## config.mk

```make
export PLATFORM = sky130hd
export DESIGN_NAME = pattern_scan_ctrl
export DESIGN_NICKNAME = d
export VERILOG_FILES = /design/src/rtl/pattern_scan_ctrl.sv
export SDC_FILE = /design/constraint.sdc
export NUM_CORES = 1
export LEC_CHECK = 0
export CAP_MARGIN = 10
export CORE_MARGIN = 10
export CORE_UTILIZATION = 53
export CTS_CLUSTER_DIAMETER = 30
export DETAILED_ROUTE_END_ITERATION = 7
export GPL_TIMING_DRIVEN = 0
export PLACE_DENSITY_LB_ADDON = 0.1
export REMOVE_ABC_BUFFERS = 1
export SLEW_MARGIN = 10
export SYNTH_ARGS = -nofsm -noshare
export SYNTH_HDL_FRONTEND = slang
export SYNTH_SLANG_ARGS = --single-unit
```

## constraint.sdc

```tcl
create_clock -name clk -period 2.45 [get_ports clk]
set_input_delay 0.49 -clock clk [delete_from_list [all_inputs] [get_ports clk]]
set_output_delay 0.49 -clock clk [all_outputs]
set_load 0.005 [all_outputs]
```

## src/rtl/pattern_scan_ctrl.sv

```systemverilog
// Serial "101" pattern scanner: loads a word on start, shifts it out MSB-first
// through an overlapping "101" detector and reports the match count with a done pulse.
module pattern_scan_ctrl #(
    parameter int WIDTH = 8,
    parameter int CNT_W = 4
) (
    input  logic             clk,
    input  logic             reset,
    input  logic             start,
    input  logic [WIDTH-1:0] data_in,
    output logic             busy,
    output logic             done,
    output logic [CNT_W-1:0] match_count,
    output logic             serial_out,
    output logic             hit
);

    // Handshake: start is a request honoured only while busy=0 (IDLE); the word is
    // captured on that edge, busy rises the next cycle, and done pulses for one cycle
    // WIDTH+1 cycles after acceptance, with match_count valid from then until the next start.

    localparam int BC_W = $clog2(WIDTH);

    localparam logic [1:0] C_IDLE  = 2'd0;
    localparam logic [1:0] C_SHIFT = 2'd1;
    localparam logic [1:0] C_DONE  = 2'd2;

    localparam logic [1:0] D_S0  = 2'd0;
    localparam logic [1:0] D_S1  = 2'd1;
    localparam logic [1:0] D_S10 = 2'd2;

    localparam logic [BC_W-1:0]  LAST_BIT = BC_W'(WIDTH - 1);
    localparam logic [CNT_W-1:0] CNT_MAX  = '1;

    logic [1:0]       ctrl_state;
    logic [1:0]       det_state;
    logic [1:0]       det_next;
    logic [WIDTH-1:0] shift_reg;
    logic [BC_W-1:0]  bit_cnt;
    logic             in_shift;

    assign in_shift   = (ctrl_state == C_SHIFT);
    assign busy       = (ctrl_state == C_SHIFT) || (ctrl_state == C_DONE);
    assign done       = (ctrl_state == C_DONE);
    assign serial_out = in_shift ? shift_reg[WIDTH-1] : 1'b0;
    assign hit        = in_shift && (det_state == D_S10) && serial_out;

    always_comb begin
        det_next = D_S0;
        case (det_state)
            D_S0:    det_next = serial_out ? D_S1 : D_S0;
            D_S1:    det_next = serial_out ? D_S1 : D_S10;
            D_S10:   det_next = serial_out ? D_S1 : D_S0;
            default: det_next = D_S0;
        endcase
    end

    always_ff @(posedge clk) begin
        if (reset) begin
            ctrl_state  <= C_IDLE;
            det_state   <= D_S0;
            shift_reg   <= '0;
            bit_cnt     <= '0;
            match_count <= '0;
        end else begin
            case (ctrl_state)
                C_IDLE: begin
                    if (start) begin
                        shift_reg   <= data_in;
                        match_count <= '0;
                        det_state   <= D_S0;
                        bit_cnt     <= '0;
                        ctrl_state  <= C_SHIFT;
                    end
                end
                C_SHIFT: begin
                    shift_reg <= shift_reg << 1;
                    det_state <= det_next;
                    bit_cnt   <= bit_cnt + BC_W'(1);
                    if (hit && (match_count != CNT_MAX)) begin
                        match_count <= match_count + CNT_W'(1);
                    end
                    if (bit_cnt == LAST_BIT) begin
                        ctrl_state <= C_DONE;
                    end
                end
                C_DONE: begin
                    ctrl_state <= C_IDLE;
                end
                default: begin
                    ctrl_state <= C_IDLE;
                end
            endcase
        end
    end

endmodule

```

* Word level (Yosys, flattened, before mapping) *
Index checks and enable logic that the tools add are counted.

word-level totals
  bits in registers = 19
  output and inout port bits = 8

cells by class
  reduce and logical (&&, ||, !) cells = 11
  add/subtract/negate cells = 2
  mux-type cells = 16
  eq/ne operators = 9

operators by type and width
  operator             count
  $pmux 8 s2           1
  $pmux 2 s2           3
  $mux 2               4
  $mux 4               2
  $mux 8               1
  $pmux 4 s2           1
  $pmux 3 s2           1
  $add 4x1->4 const B  1
  $eq 2x1->1 const B   2
  $eq 2x2->1 const B   2
  $logic_not 2->1      2
  $ne 2x1->1 const B   2
  $ne 4x4->1 const B   1
  $reduce_and 2->1     2
  $add 3x1->3 const B  1
  $eq 3x3->1 const B   1
  $logic_and 1x1->1    3
  $mux 3               1
  $reduce_and 3->1     1
  $mux 1               2
  $ne 2x2->1 const B   1
  $reduce_bool 2->1    1
  $reduce_or 2->1      1
  $logic_or 1x1->1     1

* Depth between registers and ports, before layout *
  word-level depth = 6
  mapped depth = 8
  mapped depth without buffers = 6

* Least setup slack after synthesis *
No wires, ideal clock.

  path type = reg-to-reg
  start = register ctrl_state[1]
  end = register match_count[1]
  buffers on the path = 2
  setup slack = 0.904 ns
  setup time = 0.116 ns
  period minus slack after synthesis = 1.546 ns
  cell stages (with the launch flop) = 9
  required time = 2.334 ns
  arrival time = 1.430 ns
  cells stage by stage = dfxtp_1 > inv_1 > ha_1 > buf_4 > inv_1 > o21ai_1 > buf_2 > o21ai_0 > a31o_2

between the ends
  word-level cells in the longest chain between the ends = 6

ends and longest elaborated chain
  element                                             line    source
  start, declared                                     35      logic [1:0] ctrl_state;
  start signal, assigned                              60      ctrl_state <= C_IDLE;
  start signal, assigned                              73      ctrl_state <= C_SHIFT;
  start signal, assigned                              84      ctrl_state <= C_DONE;
  $eq 2x1->1                                          42, 66
  $mux 1 / $logic_and 1x1->1 (equally long branches)  45, 46
  $logic_and 1x1->1                                   46      assign hit = in_shift && (det_state == D_S10) && serial_out;
  $logic_and 1x1->1                                   80      if (hit && (match_count != CNT_MAX)) begin
  $ne 2x1->1 (no source line)                         n/a
  $reduce_and 3->1 (no source line)                   n/a
  end signal, assigned                                81      match_count <= match_count + CNT_W'(1);
  end, declared                                       13      output logic [CNT_W-1:0] match_count,

Parallel ways exist; a longest one is shown, timed or not.
A chain may end at the register's enable or synchronous reset.

* Worst setup path in the final report *
  start = register ctrl_state[1]
  end = output hit

between the ends
  word-level cells in the longest chain between the ends = 3

ends and longest elaborated chain
  element                                             line    source
  $eq 2x1->1 *                                        42      assign in_shift = (ctrl_state == C_SHIFT);
  $mux 1 / $logic_and 1x1->1 (equally long branches)  45, 46
  $logic_and 1x1->1 *                                 46
  end, declared                                       15      output logic hit

Mark *: on every way between the ends. The rest lies on a longest branch, timed or not.

==> flow_summary.yaml <==
status:
  status: "completed"
worst_setup_path:
  worst_setup_path_end_kind: "output port"
  cp_slowest_cell: "sky130_fd_sc_hd__clkdlybuf4s50_1"
  critPathMaxStageDelay_ns: 0.50
  timing.reg2reg.setup_slack_ns: 0.21
  crit_path_start: "ctrl_state[1]"
  crit_path_frequent_cell: "sky130_fd_sc_hd__inv_1"
  path_max_fanout: 17
  crit_path_cell_trace: "inv_1, ha_4, nand4b_4, inv_1, clkdlybuf4s50_1"
  worstPathArrival_ns: 1.87
  cp_num_cells: 5
  r2r_end: "match_count[1]"
  critical_path_buf_inv_count: 3
  reg2reg_depth: 6
  critical-path-top-delay-family: "buffers and inverters"
  worst_r2r_startpoint: "ctrl_state[1]"
  start_kind: "flop"
  worstSetupPathType: "reg2out"
  critPathRequiredTime_ns: 1.96
  worstSetupEndpoint: "hit"
timing:
  timing.slew.headroom_pct: 49.8
  max_freq_mhz: 423
  finalSetupViolations: 0
  worst-slew-pin-transition_ns: 0.753
  hold_viol_final: 0
  final_cycle_utilization_of_the_critical_path_pct: 96.5
  grt_setup_unrepaired: "false"
  fin_hold_ws_ns: 0.472
  final_period_minus_worst_setup_slack_ns: 2.36
  fin_skew_ns: 0.00207
  drv_slew: 0
layout:
  final_util_pct: 69.0
  number_of_flip_flops_under_the_largest_register_name: 8
  layout_common_cells: "19 x sky130_fd_sc_hd__dfxtp_1, 18 x sky130_fd_sc_hd__clkdlybuf4s50_1, 12 x sky130_fd_sc_hd__nor2_1, 11 x sky130_fd_sc_hd__mux2i_1, 10 x sky130_fd_sc_hd__nand2_1"
  areaGrowthSynthToFinish_pct: 22.9
  drive_gt1_share_pct: 5.69
  num_antenna_cells: 0
  layout.cells.most_common: "sky130_fd_sc_hd__dfxtp_1"
  num-nets-final: 143
power_and_ir_drop:
  power_per_cell_area_nw_per_um2: 905
  power_share_of_the_combinational_group_pct: 45.7
  cellLeakagePower_uw: 0.000497
  netSwitchingPower_uw: 427
  ir_worst_vdd_v: 0.000622
  switching_part_of_the_total_pct: 39.2
  power_report.internal_total_uw: 663
  pwr-share-seq_pct: 39.3
  p_clk_share_pct: 14.9
clock_tree:
  cts.repair_timing.setup_buffer_count: 0
  cts_tree: "built"
  clock_tree.buffer_depth: 2
  clk_pin_slew_worst_paths_ns: 0.11
  cts-buffers-inserted: 3
  cts_num_sinks: 19
  clock_tree.htree_level_count: 1
  postCtsHoldBufs: 0
  cts_repair_resize_count: 3
  clk_root_buffer_cell: "sky130_fd_sc_hd__clkbuf_4"
  clock_insertion_delay_at_the_later_pin_of_the_skew_report_ns: 0.30
route:
  drtPass1Iterations: 5
  routed_wire_length_per_instance_um: 13.0
  detail_route.drc_violations: 0
  via_count: 803
  route.final.wire_length_mm: 1.93
  first_iter_violations: 14
  drt-vias-per-instance: 5.43
  drt.antenna.violating_nets: 0
global_routing:
  grt_antenna_before_repair: 0
  vias_in_the_first_global_route: 768
  grt_max_degree: 21
  globalRoute.totalOverflow: 0
  grt_first_pass_wirelength_mm: 3.25
  global_route.usage.total_pct: 9.73
logic_synthesis:
  synthFlopType: "sky130_fd_sc_hd__dfxtp_1"
  synth_warnings: 0
  seq_area_frac_synth_pct: 38.8
  synth_seq_cells: 19
  netlist_area_um2: 980
  postSynth.asyncResetShare_pct: 0
  syn_inst: 107
  syn-mean-instance-area_um2: 9.16
  number_of_flops_mapped_to_enable_cells_by_yosys: 0
  yosys.cell_types.count: 27
worst_hold_path:
  critical_hold_path_startpoint: "bit_cnt[1]"
  min-delay-path-class: "reg2reg"
floorplanning:
  core.rowCount: 15
  die-area_um2: 3970
  fp.coreArea_um2: 1750
  chipHeight_um: 63.0
  start_util_pct: 56.1
  dieWidth_um: 63.0
  top_level_ports: 19
placed_design:
  gpl.final_weighted_congestion: 0.729
  dpl.hpwl_mm: 1.39
  buffer_ports.inserted: 18
run:
  drv_cap: 0
==> cell families after synthesis <==
logic type | share of synthesized area (%)
buffers and inverters | 5.36
AND/OR/NAND/NOR | 17.5
AO/OA/AOI/OAI | 16.9
flip-flops | 38.8
adder cells (fa/ha/maj) | 10.2
multiplexers | 11.2
==> power groups by stage <==
stage          clock network [uW]  logic, uW  registers (uW)
6_report                      162        499             429
5_1_grt                       177        556             438
4_1_cts                       166        504             430
3_5_place_dp                    0        478             434
3_3_place_gp                    0        467             427
2_1_floorplan                   0        350             422
==> final cells by class <==
type	instances	area [um^2]
inverters	6	22.5
clock buffers	4	26.3
repair buffers	18	180
flip-flops and latches	19	380
well taps	25	31.3
multi-input cells	76	563
fillers	140	542
==> worst min-delay path by stage <==
stage / to / slack, ns / depth (start not counted)
CTS: bit_cnt[2] / 0.47 / 2
floorplan: shift_reg[0] / 0.43 / 2
detailed placement: bit_cnt[2] / 0.46 / 2
global placement: bit_cnt[1] / 0.44 / 2
finish: bit_cnt[1] / 0.47 / 2
global route: bit_cnt[1] / 0.49 / 2
==> Yosys cell counts, types with 2 or more instances <==
cell type | number | area [um^2]
sky130_fd_sc_hd__a211oi_1 | 9 | 67.6
sky130_fd_sc_hd__a21oi_1 | 5 | 25.0
sky130_fd_sc_hd__a31oi_1 | 3 | 18.8
sky130_fd_sc_hd__buf_2 | 3 | 15.0
sky130_fd_sc_hd__clkbuf_1 | 2 | 7.51
sky130_fd_sc_hd__dfxtp_1 | 19 | 380
sky130_fd_sc_hd__ha_1 | 8 | 100
sky130_fd_sc_hd__inv_1 | 6 | 22.5
sky130_fd_sc_hd__mux2i_1 | 11 | 110
sky130_fd_sc_hd__nand2_1 | 10 | 37.5
sky130_fd_sc_hd__nand3_1 | 4 | 20.0
sky130_fd_sc_hd__nor2_1 | 12 | 45.0
==> per-stage QoR <==
step | total power [uW] | cells | TNS (ns) | worst slack [ns] | area [um^2]
finish | 1090 | 148 | 0 | 0.0853 | 1200
global route | 1170 | 148 | 0 | 0.00434 | 1200
CTS | 1100 | 148 | 0 | 0.0779 | 1200
detailed placement | 912 | 144 | -5.11 | -0.653 | 1160
global placement | 894 | 144 | -4.58 | -0.634 | 1160
floorplan | 772 | 101 | -0.0985 | -0.0647 | 950
==> worst register-to-register path, delay by kind of cell, from the launching register on <==
kind / cells / cell delay [ns]
fa+ha+maj: 1 / 0.32
buf+inv: 2 / 0.31
flops: 1 / 0.34
compound gates: 3 / 1.18
==> metal layers <==
layer / share of wire [%] / global-route usage, % / wire length, um / vias to the layer above
met4: 1.8 / 5.03 / 34 / 0
met1: 44 / 10.1 / 847 / 366
met2: 48 / 16.5 / 933 / 20
met3: 6.0 / 3.76 / 115 / 5
met5: 0 / 0 / 0 / -
li1: - / - / - / 412
No activity file was read; power rests on OpenSTA's default activity.
